## src/rtl/noise_detector.sv

```systemverilog
// Diode-noise health detector: counts synchronized comparator rising edges over a fixed window.
// Optional glitch filter enabled by defining NOISE_DEBOUNCE_EN.
module noise_detector #(
   parameter int WINDOW_CYCLES = 1000,
   parameter int CNT_W         = 10,
   parameter int MIN_EDGES     = 4,
   parameter int MAX_EDGES     = 200
) (
   input  logic             clk,
   input  logic             reset,
   input  logic             enable,
   input  logic             comp_in,
   output logic             noise_valid,
   output logic             window_done,
   output logic             busy,
   output logic [CNT_W-1:0] debug_edge_count
);

   localparam int               WIN_W    = $clog2(WINDOW_CYCLES);
   localparam logic [WIN_W-1:0] WIN_LAST = WIN_W'(WINDOW_CYCLES - 1);
   localparam logic [CNT_W-1:0] CNT_MAX  = {CNT_W{1'b1}};
   localparam logic [CNT_W-1:0] MIN_L    = CNT_W'(MIN_EDGES);
   localparam logic [CNT_W-1:0] MAX_L    = CNT_W'(MAX_EDGES);

   localparam logic [1:0] ST_IDLE    = 2'd0;
   localparam logic [1:0] ST_MEASURE = 2'd1;
   localparam logic [1:0] ST_REPORT  = 2'd2;

   function automatic logic in_band(input logic [CNT_W-1:0] cnt);
      return (cnt >= MIN_L) && (cnt <= MAX_L);
   endfunction

   logic             sync1_q, sync1_d;
   logic             sync2_q, sync2_d;
   logic             prev_q, prev_d;
   logic             clean_s;
   logic             edge_s;
   logic [1:0]       state_q, state_d;
   logic [WIN_W-1:0] win_cnt_q, win_cnt_d;
   logic [CNT_W-1:0] edge_cnt_q, edge_cnt_d;
   logic [CNT_W-1:0] cnt_plus_s;
   logic             noise_valid_q, noise_valid_d;
   logic             window_done_q, window_done_d;
   logic             busy_q, busy_d;
   logic [CNT_W-1:0] dbg_cnt_q, dbg_cnt_d;

`ifdef NOISE_DEBOUNCE_EN
   logic hist1_q, hist1_d;
   logic hist2_q, hist2_d;
   logic filt_q, filt_d;

   // Output follows the input only once three consecutive samples agree.
   always_comb begin
      hist1_d = sync2_q;
      hist2_d = hist1_q;
      if ((sync2_q == hist1_q) && (hist1_q == hist2_q)) begin
         clean_s = sync2_q;
      end else begin
         clean_s = filt_q;
      end
      filt_d = clean_s;
   end

   // Filter history registers.
   always_ff @(posedge clk) begin
      if (reset) begin
         hist1_q <= 1'b0;
         hist2_q <= 1'b0;
         filt_q  <= 1'b0;
      end else begin
         hist1_q <= hist1_d;
         hist2_q <= hist2_d;
         filt_q  <= filt_d;
      end
   end
`else
   // Synchronized comparator feeds edge detection directly.
   always_comb begin
      clean_s = sync2_q;
   end
`endif

   // Synchronizer and rising-edge detect; the previous sample tracks every cycle.
   always_comb begin
      sync1_d    = comp_in;
      sync2_d    = sync1_q;
      prev_d     = clean_s;
      edge_s     = clean_s & ~prev_q;
      if (edge_s && (edge_cnt_q != CNT_MAX)) begin
         cnt_plus_s = edge_cnt_q + CNT_W'(1);
      end else begin
         cnt_plus_s = edge_cnt_q;
      end
   end

   // Window FSM; results are latched on the MEASURE->REPORT transition so they are registered.
   always_comb begin
      state_d       = state_q;
      win_cnt_d     = win_cnt_q;
      edge_cnt_d    = edge_cnt_q;
      noise_valid_d = noise_valid_q;
      window_done_d = 1'b0;
      dbg_cnt_d     = dbg_cnt_q;
      case (state_q)
         ST_IDLE: begin
            if (enable) begin
               state_d    = ST_MEASURE;
               win_cnt_d  = {WIN_W{1'b0}};
               edge_cnt_d = {CNT_W{1'b0}};
            end else begin
               state_d = ST_IDLE;
            end
         end
         ST_MEASURE: begin
            if (!enable) begin
               state_d = ST_IDLE;
            end else if (win_cnt_q == WIN_LAST) begin
               state_d       = ST_REPORT;
               edge_cnt_d    = cnt_plus_s;
               window_done_d = 1'b1;
               dbg_cnt_d     = cnt_plus_s;
               noise_valid_d = in_band(cnt_plus_s);
            end else begin
               win_cnt_d  = win_cnt_q + WIN_W'(1);
               edge_cnt_d = cnt_plus_s;
            end
         end
         ST_REPORT: begin
            if (enable) begin
               state_d    = ST_MEASURE;
               win_cnt_d  = {WIN_W{1'b0}};
               edge_cnt_d = {CNT_W{1'b0}};
            end else begin
               state_d = ST_IDLE;
            end
         end
         default: begin
            state_d = ST_IDLE;
         end
      endcase
      busy_d = (state_d == ST_MEASURE);
   end

   // State and output registers.
   always_ff @(posedge clk) begin
      if (reset) begin
         sync1_q       <= 1'b0;
         sync2_q       <= 1'b0;
         prev_q        <= 1'b0;
         state_q       <= ST_IDLE;
         win_cnt_q     <= {WIN_W{1'b0}};
         edge_cnt_q    <= {CNT_W{1'b0}};
         noise_valid_q <= 1'b0;
         window_done_q <= 1'b0;
         busy_q        <= 1'b0;
         dbg_cnt_q     <= {CNT_W{1'b0}};
      end else begin
         sync1_q       <= sync1_d;
         sync2_q       <= sync2_d;
         prev_q        <= prev_d;
         state_q       <= state_d;
         win_cnt_q     <= win_cnt_d;
         edge_cnt_q    <= edge_cnt_d;
         noise_valid_q <= noise_valid_d;
         window_done_q <= window_done_d;
         busy_q        <= busy_d;
         dbg_cnt_q     <= dbg_cnt_d;
      end
   end

   assign noise_valid      = noise_valid_q;
   assign window_done      = window_done_q;
   assign busy             = busy_q;
   assign debug_edge_count = dbg_cnt_q;

endmodule

```

## config.mk

```make
export PLATFORM = sky130hd
export DESIGN_NAME = noise_detector
export DESIGN_NICKNAME = d
export VERILOG_FILES = /design/src/rtl/noise_detector.sv
export SDC_FILE = /design/constraint.sdc
export NUM_CORES = 1
export LEC_CHECK = 0
export BUFFER_PORTS_ARGS = -buffer_cell sky130_fd_sc_hd__buf_2
export CAP_MARGIN = 20
export CELL_PAD_IN_SITES_DETAIL_PLACEMENT = 1
export CELL_PAD_IN_SITES_GLOBAL_PLACEMENT = 1
export CORE_UTILIZATION = 40
export CTS_CLUSTER_DIAMETER = 80
export DETAILED_ROUTE_END_ITERATION = 8
export PLACE_DENSITY = 0.74
export SYNTH_ARGS = -nofsm -noshare
export SYNTH_HDL_FRONTEND = slang
export SYNTH_SLANG_ARGS = --single-unit
```

## constraint.sdc

```tcl
create_clock -name clk -period 2.8 [get_ports clk]
set_input_delay 0 -clock clk [delete_from_list [all_inputs] [get_ports clk]]
set_output_delay 0 -clock clk [all_outputs]
set_load 0.05 [all_outputs]
```

==> flow_summary.toml, run 1 <==
[min_path]
hp-class = "input pin to flop"

[clock_tree]
htree_num_levels = 2
clk_pin_slew_worst_paths_ps = 80
clk_latency_ps = 290
cts_resized = 0
cts_tree = "done"
cts_setup_buffers = 0
clock-sinks = 38
cts-root-buf = "clkbuf_8"
cts_max_path_buffers = 2
cts_buffers = 5

[worst_setup_path]
cp_top_family = "simple AND/OR/NAND/NOR gates"
cpPeakStageDelay_ps = 440
crit_path_end_kind = "flop"
crit_path_max_fanout = 6
worstPathBufferInverterCount = 0
slowest_stage = "dfxtp_1"
crit_path_cell_trace = "ha_1 -> nand3_1 -> or3_1 -> nand3_1 -> xnor2_1 -> nor4b_1 -> a211oi_1"
critPathLaunchType = "flop"
cp.arrival_ps = 2230
crit_type = "flop to flop"
crit_required_ps = 2960
crit_path_frequent_cell = "nand3_1"

[placement]
dp_hpwl_microns = 3280
gp_congestion = 0.823
io_buffers = 16

[timing]
fmax_mhz = 483
tns_ps = 0
finalHoldViolCount = 0
drv_slew = 0
fin_crit_sh = 0.740
clock_skew_ps = 6.07
rsz0062_at_grt = "false"
period_minus_slack_ps = 2070
setup_viol = 0
maxSlewHeadroom = 0.598
worstMarginPinSlew_ps = 599

[final_layout]
drive_gt1_frac = 0.144
antenna_cells = 0
nNetsFinal = 241
final_util = 0.469
areaGrowthSynthToFinish_pct = 11.6

[global_route]
grt-ovfl-total = 0
grt_max_degree = 33
globalRouteTotalUtil = 0.201
antenna_found_initial = 0
grt_pass1_vias = 1576
grt_pass1_wl_microns = 7700

[detailed_routing]
drt-initial-drc-count = 89
vias_per_cell = 5.64
drt-total-wl_microns = 4520
wl_per_cell_microns = 15.7
drc = 0
vias = 1623
drt_first_pass_iters = 4
antenna_left = 0

[floorplanning]
start_util = 0.420
die_area_sq_mm = 0.00491
core_sq_mm = 0.00441
pin_count = 17
rows = 24
die_h_microns = 70.1
die_width_microns = 70.1

[yosys]
synth_area_sq_mm = 0.00185
synth_ff_type = "dfxtp_1"
synth_seq_cells = 38
yosys.area.top_type = "dfxtp_1"
ys_seq_area_frac = 0.411
synth_edf_count = 0
yosysWarnings = 0
synth_cell_type_count = 46
synth_nets = 223
ys_top_cells_by_area = "dfxtp_1, nor2_1, nand2_1, a21oi_1, xnor2_1"
async_reset_ff_frac = 0
syn_avg_cell_area_sq_um = 8.54
synthCells = 217
yosys.area.top_type_share = 0.411

[power_and_ir_drop]
total_power_uw = 979
p_per_area_mw_per_mm2 = 473
ir_drop_v = 0.000300
p_leak_uw = 0.000775

[status]
status = "finished clean"

[run]
cap_violations = 0
worst register-to-register path: cells and delay by family, from the launching register on:
kind / cells / cell delay [ps]
xor+xnor: 1 / 140
fa+ha+maj: 1 / 210
simple gates: 4 / 1070
flops: 1 / 440
compound gates: 1 / 80
cell usage after synthesis (2+ instances only):
cell,n
nor3_1,5
nand3b_1,2
inv_1,5
a2bb2oi_1,2
nand4_1,5
nand4b_1,2
a21o_1,2
nor2b_1,4
dfxtp_1,38
o21ai_0,5
a22oi_1,6
buf_4,2
or3_1,3
mux2i_1,4
clkbuf_1,4
nand2_1,29
xnor2_1,7
xor2_1,6
a21oi_1,14
nor2_1,31
ha_1,2
o21a_1,5
nand3_1,9
o21ai_1,3
logic make-up (layout without fill, tap and decap cells):
family	Yosys count	in the layout	synth area share
buf+inv	13	32	0.0351
flops	38	38	0.411
simple gates	100	100	0.278
compound gates	46	46	0.174
xor+xnor	13	13	0.0614
fa+ha+maj	2	2	0.0135
mux	5	5	0.0277
path summary, 6_finish.rpt:
path                        end  slack [ps]  cells past startpoint     startpoint
setup / recovery    noise_valid         730                      7  edge_cnt_q[0]
setup reg to reg    noise_valid         730                      7  edge_cnt_q[0]
hold reg to reg         clean_s         440                      1        sync1_q
hold / removal    edge_cnt_q[4]         170                      4         enable
cell usage in the layout (no fill, tap or decap), types with 3 or more instances in the layout:
| master | count |
|---|---|
| a21oi_1 | 14 |
| a22oi_1 | 6 |
| buf_2 | 16 |
| clkbuf_8 | 6 |
| dfxtp_1 | 38 |
| inv_1 | 5 |
| mux2i_1 | 4 |
| nand2_1 | 29 |
| nand3_1 | 9 |
| nand4_1 | 5 |
| nor2_1 | 31 |
| nor2b_1 | 4 |
| nor3_1 | 5 |
| o21a_1 | 5 |
| o21ai_0 | 5 |
| o21ai_1 | 3 |
| or3_1 | 3 |
| xnor2_1 | 7 |
| xor2_1 | 6 |
power by group:
group	leakage [uW]	switching (uW)	internal [uW]
sequential	0.000307	4.21	544
combinational	0.000420	28.7	12.2
clock	0.0000482	191	199
repair_timing:
| item | 4_1_cts | 5_1_grt |
|---|---|---|
| hold buffers | 1 | 0 |
| endpoints found under the setup margin | 0 | 0 |
| hold endpoints to repair | 1 | 0 |
routing by layer:
metal	vias to the layer above	global-route usage	routed length [microns]
met5	-	0	0
met4	0	0.0667	55
met3	6	0.0404	197
met2	30	0.299	1970
met1	788	0.288	2290
li1	799	-	-
area by class of cell:
type                    instances  area [sq um]
fillers                       536          2350
multi-input cells             166          1030
flip-flops and latches         38           761
repair buffers                 19           105
clock buffers                   7          86.3
well taps                      52          65.1
inverters                       5          18.8
clock inverters                 1          5.00
state kept, by name, summed over array words and instances, names as in the netlist:
name / cells
prev_q: 1
clean_s: 1
busy: 1
win_cnt_q: 10
noise_valid: 1
debug_edge_count: 10
window_done: 1
edge_cnt_q: 10
state_q: 2
sync1_q: 1
per-stage QoR:
step	std cells	area, sq um	worst slack (ps)	hold slack [ps]
3_5_place_dp	279	1970	751	221
6_report	288	2070	729	166
3_3_place_gp	279	1970	796	211
4_1_cts	288	2070	729	159
2_1_floorplan	217	1850	946	128
5_1_grt	288	2070	513	210
Note: power is estimated with default switching activity, not from simulation.
==> run 2, diff against run 1 <==
- ABC_AREA: not set -> 1
- CORE_UTILIZATION: 40 -> 38
- PLACE_DENSITY: 0.74 -> 0.77
- clock period: 2.8 -> 1.7 ns (I/O delays scaled with it)
==> run 2 against run 1 <==
Net effect: global-route usage up 1.3 points; final area up 18%; sequential cell count unchanged; setup slack worse by 700 ps; critical endpoint unchanged; hold slack worse by 23 ps; cell count up 36%; via count up 21%; critical path depth up 6; first-iteration DRC count up 15%; synthesized cell count up 30%; clock skew down 0.98 ps.
==> flow_summary.toml, run 2 <==
[worst_setup_path]
crit_path_end_kind = "flop"
cpPeakStageDelay_ps = 360
crit_start = "edge_cnt_q[0]"
worstPathBufferInverterCount = 1
slowest_stage = "dfxtp_2"
critical_path_depth = 13
crit_path_max_fanout = 5
r2r_slack_ps = 30
endpoint = "noise_valid"
cp.arrival_ps = 1900
crit_type = "flop to flop"
worstReg2RegEnd = "noise_valid"
cp_top_family = "simple AND/OR/NAND/NOR gates"
reg2reg_depth = 13
crit_path_cell_trace = "ha_4 -> nand2_2 -> nor2_4 -> nand3_4 -> nand2_8 -> nand2_2 -> nand2_4 -> inv_2 -> nand2_1 -> nor2_1 -> a21oi_2 -> nand2_1 -> a21oi_2"
critPathLaunchType = "flop"
worstReg2RegStart = "edge_cnt_q[0]"
crit_required_ps = 1930

[timing]
maxSlewHeadroom = 0.725
drv_slew = 0
fmax_mhz = 599
clock_skew_ps = 5.09
fin_ws_ps = 30.6
rsz0062_at_grt = "true"
period_minus_slack_ps = 1670
fin_crit_sh = 0.982
finalHoldViolCount = 0
worstMarginPinSlew_ps = 409
tns_ps = 0
setup_viol = 0

[final_layout]
nFillCells = 657
regArea_sq_um = 768
design_area_sq_mm = 0.00243
antenna_cells = 0
nNetsFinal = 331
final_util = 0.505
layout_commonest_cell = "nand2_1"
multi_input_area_sq_mm = 0.00108
areaGrowthSynthToFinish_pct = 25.7
mostFrequentLayoutCells = "nand2_1, inv_1, dfxtp_1, nand3_1, buf_4"
drive_gt1_frac = 0.261

[clock_tree]
cts-root-buf = "clkbuf_8"
cts_buffers = 5
cts_tree = "done"
cts_max_path_buffers = 2
htree_num_levels = 2
clk_pin_slew_worst_paths_ps = 80
clock-sinks = 38
clk_latency_ps = 290

[power_and_ir_drop]
total_power_uw = 1650
ir_drop_v = 0.000555
p_per_area_mw_per_mm2 = 679
p_leak_uw = 0.00104

[global_route]
antenna_found_initial = 0
grt-ovfl-total = 0
grt_pass1_wl_microns = 8810
grt_pass1_vias = 1929
globalRouteTotalUtil = 0.214
grt_max_degree = 20

[yosys]
synth_nets = 288
async_reset_ff_frac = 0
yosysWarnings = 0
synthCells = 282
ys_seq_area_frac = 0.393
yosys-top-cells-count = "nand2_1, dfxtp_1, inv_1"
syn_avg_cell_area_sq_um = 6.87
synth_edf_count = 0
yosys.area.top_type_share = 0.393
synth.most_common_cell = "nand2_1"
yosys.area.top_type = "dfxtp_1"
synth_cell_type_count = 31
ys_top_cells_by_area = "dfxtp_1, nand2_1, nand3_1, inv_1, a21oi_1"
synth_seq_cells = 38
synth_ff_type = "dfxtp_1"
synth_area_sq_mm = 0.00194

[placement]
io_buffers = 16
gp_congestion = 0.838
placed_area_sq_mm = 0.00222
dp_hpwl_microns = 4040
pre_cts_ws_ps = -16.4

[detailed_routing]
antenna_left = 0
drt_first_pass_iters = 4
drt-initial-drc-count = 102
drc = 0
wl_per_cell_microns = 14.3
drt-total-wl_microns = 5610
vias_per_cell = 4.99
vias = 1961

[run]
cap_violations = 0

[floorplanning]
die_h_microns = 73.4
die_width_microns = 73.4
pin_count = 17
core_sq_mm = 0.00482
die_area_sq_mm = 0.00539
rows = 25
start_util = 0.402

[min_path]
hp-class = "input pin to flop"

[status]
status = "finished clean"
-- run 2: changes by cell type in the layout (fill, tap and decap cells not counted), sizes merged, moves of 5 or more --
cell / delta
buf: +19
nand3: +21
nand2: +61
a21oi: +5
a22oi: -6
nor2: -8
inv: +34
xnor2: -7
-- run 2: cell families after synthesis --
group | share of synthesized area
buf+inv | 0.0853
xor+xnor | 0.0136
compound gates | 0.0995
simple gates | 0.396
fa+ha+maj | 0.0129
flops | 0.393
-- run 2: how the worst min path moves through the flow --
stage / start / to / cells past startpoint
global route: enable / state_q[0] / 4
floorplan: comp_in / sync1_q / 2
global placement: comp_in / sync1_q / 3
detailed placement: comp_in / sync1_q / 3
finish: reset / edge_cnt_q[3] / 3
CTS: enable / state_q[0] / 4
-- run 2: stage by stage --
step | instances | hold WS, ps
final | 393 | 143
after global routing | 393 | 167
after CTS | 389 | 133
after floorplan | 282 | 107
after global placement | 379 | 207
after detailed placement | 379 | 209
-- run 2: repair_timing --
item	4_1_cts	5_1_grt
setup endpoints to repair	1	13
gates cloned	0	2
gates resized for setup	3	18
pin swaps	1	5
hold endpoints to repair	1	0
setup buffers	1	2
hold buffers	1	0
-- run 2: layout make-up --
class,count,share of cell area
clock buffers,6,0.0339
clock inverters,2,0.00514
inverters,40,0.0632
multi-input cells,201,0.443
flip-flops and latches,38,0.316
well taps,67,0.0344
repair buffers,38,0.102
repair inverters,1,0.00308
-- run 2: where the power goes --
group / switching [uW] / leakage [uW] / internal [uW]
logic: 62.0 / 0.000687 / 28.1
registers: 2.85 / 0.000310 / 896
clock network: 338 / 0.0000472 / 326
total: 402 / 0.00104 / 1250
-- run 2: tightest hold or removal path, cell delays in order --
cell     delay (ps)
buf_2            90
buf_4           240
a21oi_1          60
-- run 2: metal layers --
metal  vias up  global-route usage  share of wire
li1        994                   -              -
met1       938               0.255           0.45
met2        23               0.401           0.52
met3         6              0.0370          0.020
met5         -                   0              0
met4         0              0.0406         0.0077
==> run 3, diff against run 2 <==
- CORE_MARGIN: not set -> 10
- clock period: 1.7 -> 1.4 ns (I/O delays scaled with it)
==> run 3 against run 2 <==
Net effect: the flow now finishes with violations (setup timing); register-to-register slack worse by 510 ps; first-iteration DRC count grew 110%; highest routed layer unchanged; total power increased by 29%; largest cell class unchanged; clock power increased by 30%.
==> flow_summary.toml, run 3 (synthesized netlist as in run 2, its figures left out) <==
[final_layout]
mostFrequentLayoutCells = "buf_4, nand2_1, nand2_2, inv_1, dfxtp_1"
antenna_cells = 0
final_util = 0.690
finalNonFillerCells = 449
layout_commonest_cell = "buf_4"
drive_gt1_frac = 0.602
multi_input_area_sq_mm = 0.00147
nNetsFinal = 387
regArea_sq_um = 782
nFillCells = 567
design_area_sq_mm = 0.00332
areaGrowthSynthToFinish_pct = 71.5

[timing]
fin_crit_sh = 1.34
maxSlewHeadroom = 0.709
rsz0062_at_grt = "true"
period_minus_slack_ps = 1880
fin_ws_ps = -480
setup_viol = 34
clock_skew_ps = 4.43
finalHoldViolCount = 0
fmax_mhz = 532
worstMarginPinSlew_ps = 436
drv_slew = 0
hold-worst-slack_ps = 172

[detailed_routing]
wl_met1_microns = 4510
wl_per_cell_microns = 25.9
drt-initial-drc-count = 217
antenna_left = 0
drt_first_pass_iters = 5
highest_layer = "met4"
route.met3.wl_microns = 1000
routed-wl-met2_microns = 5510
vias_per_cell = 5.94
drt-total-wl_microns = 11600
drc = 0
vias = 2668

[power_and_ir_drop]
p_per_area_mw_per_mm2 = 643
ir_drop_v = 0.000608
total_power_uw = 2130
p_leak_uw = 0.00147

[placement]
gp_congestion = 0.859
dp.cells = 416
dp_hpwl_microns = 4650
placed_area_sq_mm = 0.00256
io_buffers = 16

[worst_setup_path]
crit_required_ps = 1610
cpPeakStageDelay_ps = 380
crit_path_end_kind = "flop"
crit_path_max_fanout = 6
reg2reg_depth = 11
crit_type = "flop to flop"
cp.arrival_ps = 2090
slowest_stage = "dfxtp_2"
crit_path_cell_trace = "ha_4 -> nand3_2 -> nor2_4 -> nand3_2 -> nand2_2 -> nand2_2 -> buf_4 -> nor2_1 -> nand2_1 -> nand2_1 -> a21oi_2"
critPathLaunchType = "flop"

[min_path]
hold_depth = 4
hp-class = "input pin to flop"

[global_route]
globalRouteTotalUtil = 0.226
antenna_found_initial = 1
grt_max_degree = 20
grt-ovfl-total = 0
grt_pass1_wl_microns = 15100
grt_pass1_vias = 2786

[floorplanning]
pin_count = 17
start_util = 0.402
die_width_microns = 91.4
die_area_sq_mm = 0.00835
die_h_microns = 91.4
rows = 25
core_sq_mm = 0.00482

[clock_tree]
cts_max_path_buffers = 2
cts_buffers = 5
clk_pin_slew_worst_paths_ps = 90
clk_latency_ps = 310
cts_tree = "done"
clock-sinks = 38
cts-root-buf = "clkbuf_8"
htree_num_levels = 2

[status]
status = "finished, violations left"
violations = "setup timing"

[run]
cap_violations = 0
[run 3: cell count changes in the layout (fill, tap and decap cells not counted), sizes merged]
cell / previous run / this run
buf: 37 / 93
clkinvlp: 3 / 0
inv: 39 / 41
nand2: 90 / 91
[run 3: per-layer routing]
metal | track usage | vias up
met2 | 0.392 | 182
met3 | 0.0551 | 65
li1 | - | 1104
met4 | 0.123 | 0
met1 | 0.246 | 1317
met5 | 0 | -
[run 3: layout make-up]
cell class | count | area share
Multi-Input combinational cell | 202 | 0.443
Clock buffer | 6 | 0.0249
Sequential cell | 38 | 0.235
Inverter | 40 | 0.0497
Tap cell | 67 | 0.0252
Clock inverter | 2 | 0.00339
Timing Repair Buffer | 94 | 0.218
[run 3: path summary, 6_finish.rpt]
| path | start | to | slack, ps |
|---|---|---|---|
| setup / recovery | edge_cnt_q[1] | noise_valid | -480 |
| hold / removal | reset | state_q[1] | 170 |
| setup reg to reg | edge_cnt_q[1] | noise_valid | -480 |
| hold reg to reg | sync1_q | clean_s | 440 |
[run 3: metrics by stage]
step                      setup TNS (ps)  setup slack [ps]
final                              -7820              -480
after global routing               -9090              -532
after CTS                          -1680              -186
after detailed placement           -1870              -201
after global placement             -1190              -155
after floorplan                     -118             -62.8
[run 3: repair_timing]
item | in CTS | in global routing
hold buffers | 1 | 0
resized for setup | 70 | 73
hold endpoints to repair | 1 | 0
setup buffers | 13 | 11
pin swaps | 27 | 30
cloned | 2 | 1
endpoints found under the setup margin | 32 | 33
[run 3: power by group]
group	internal [uW]	total, uW	switching [uW]
combinational	59.3	179	119
clock	399	864	465
sequential	1090	1090	7.04
total	1540	2130	592
[run 3: worst max-delay path, delay by kind of cell, from the launching register on]
kind | cells | cell delay (ps)
flip-flops | 1 | 380
adder cells (fa/ha/maj) | 1 | 170
AO/OA/AOI/OAI | 1 | 50
AND/OR/NAND/NOR | 8 | 1020
buffers and inverters | 1 | 140
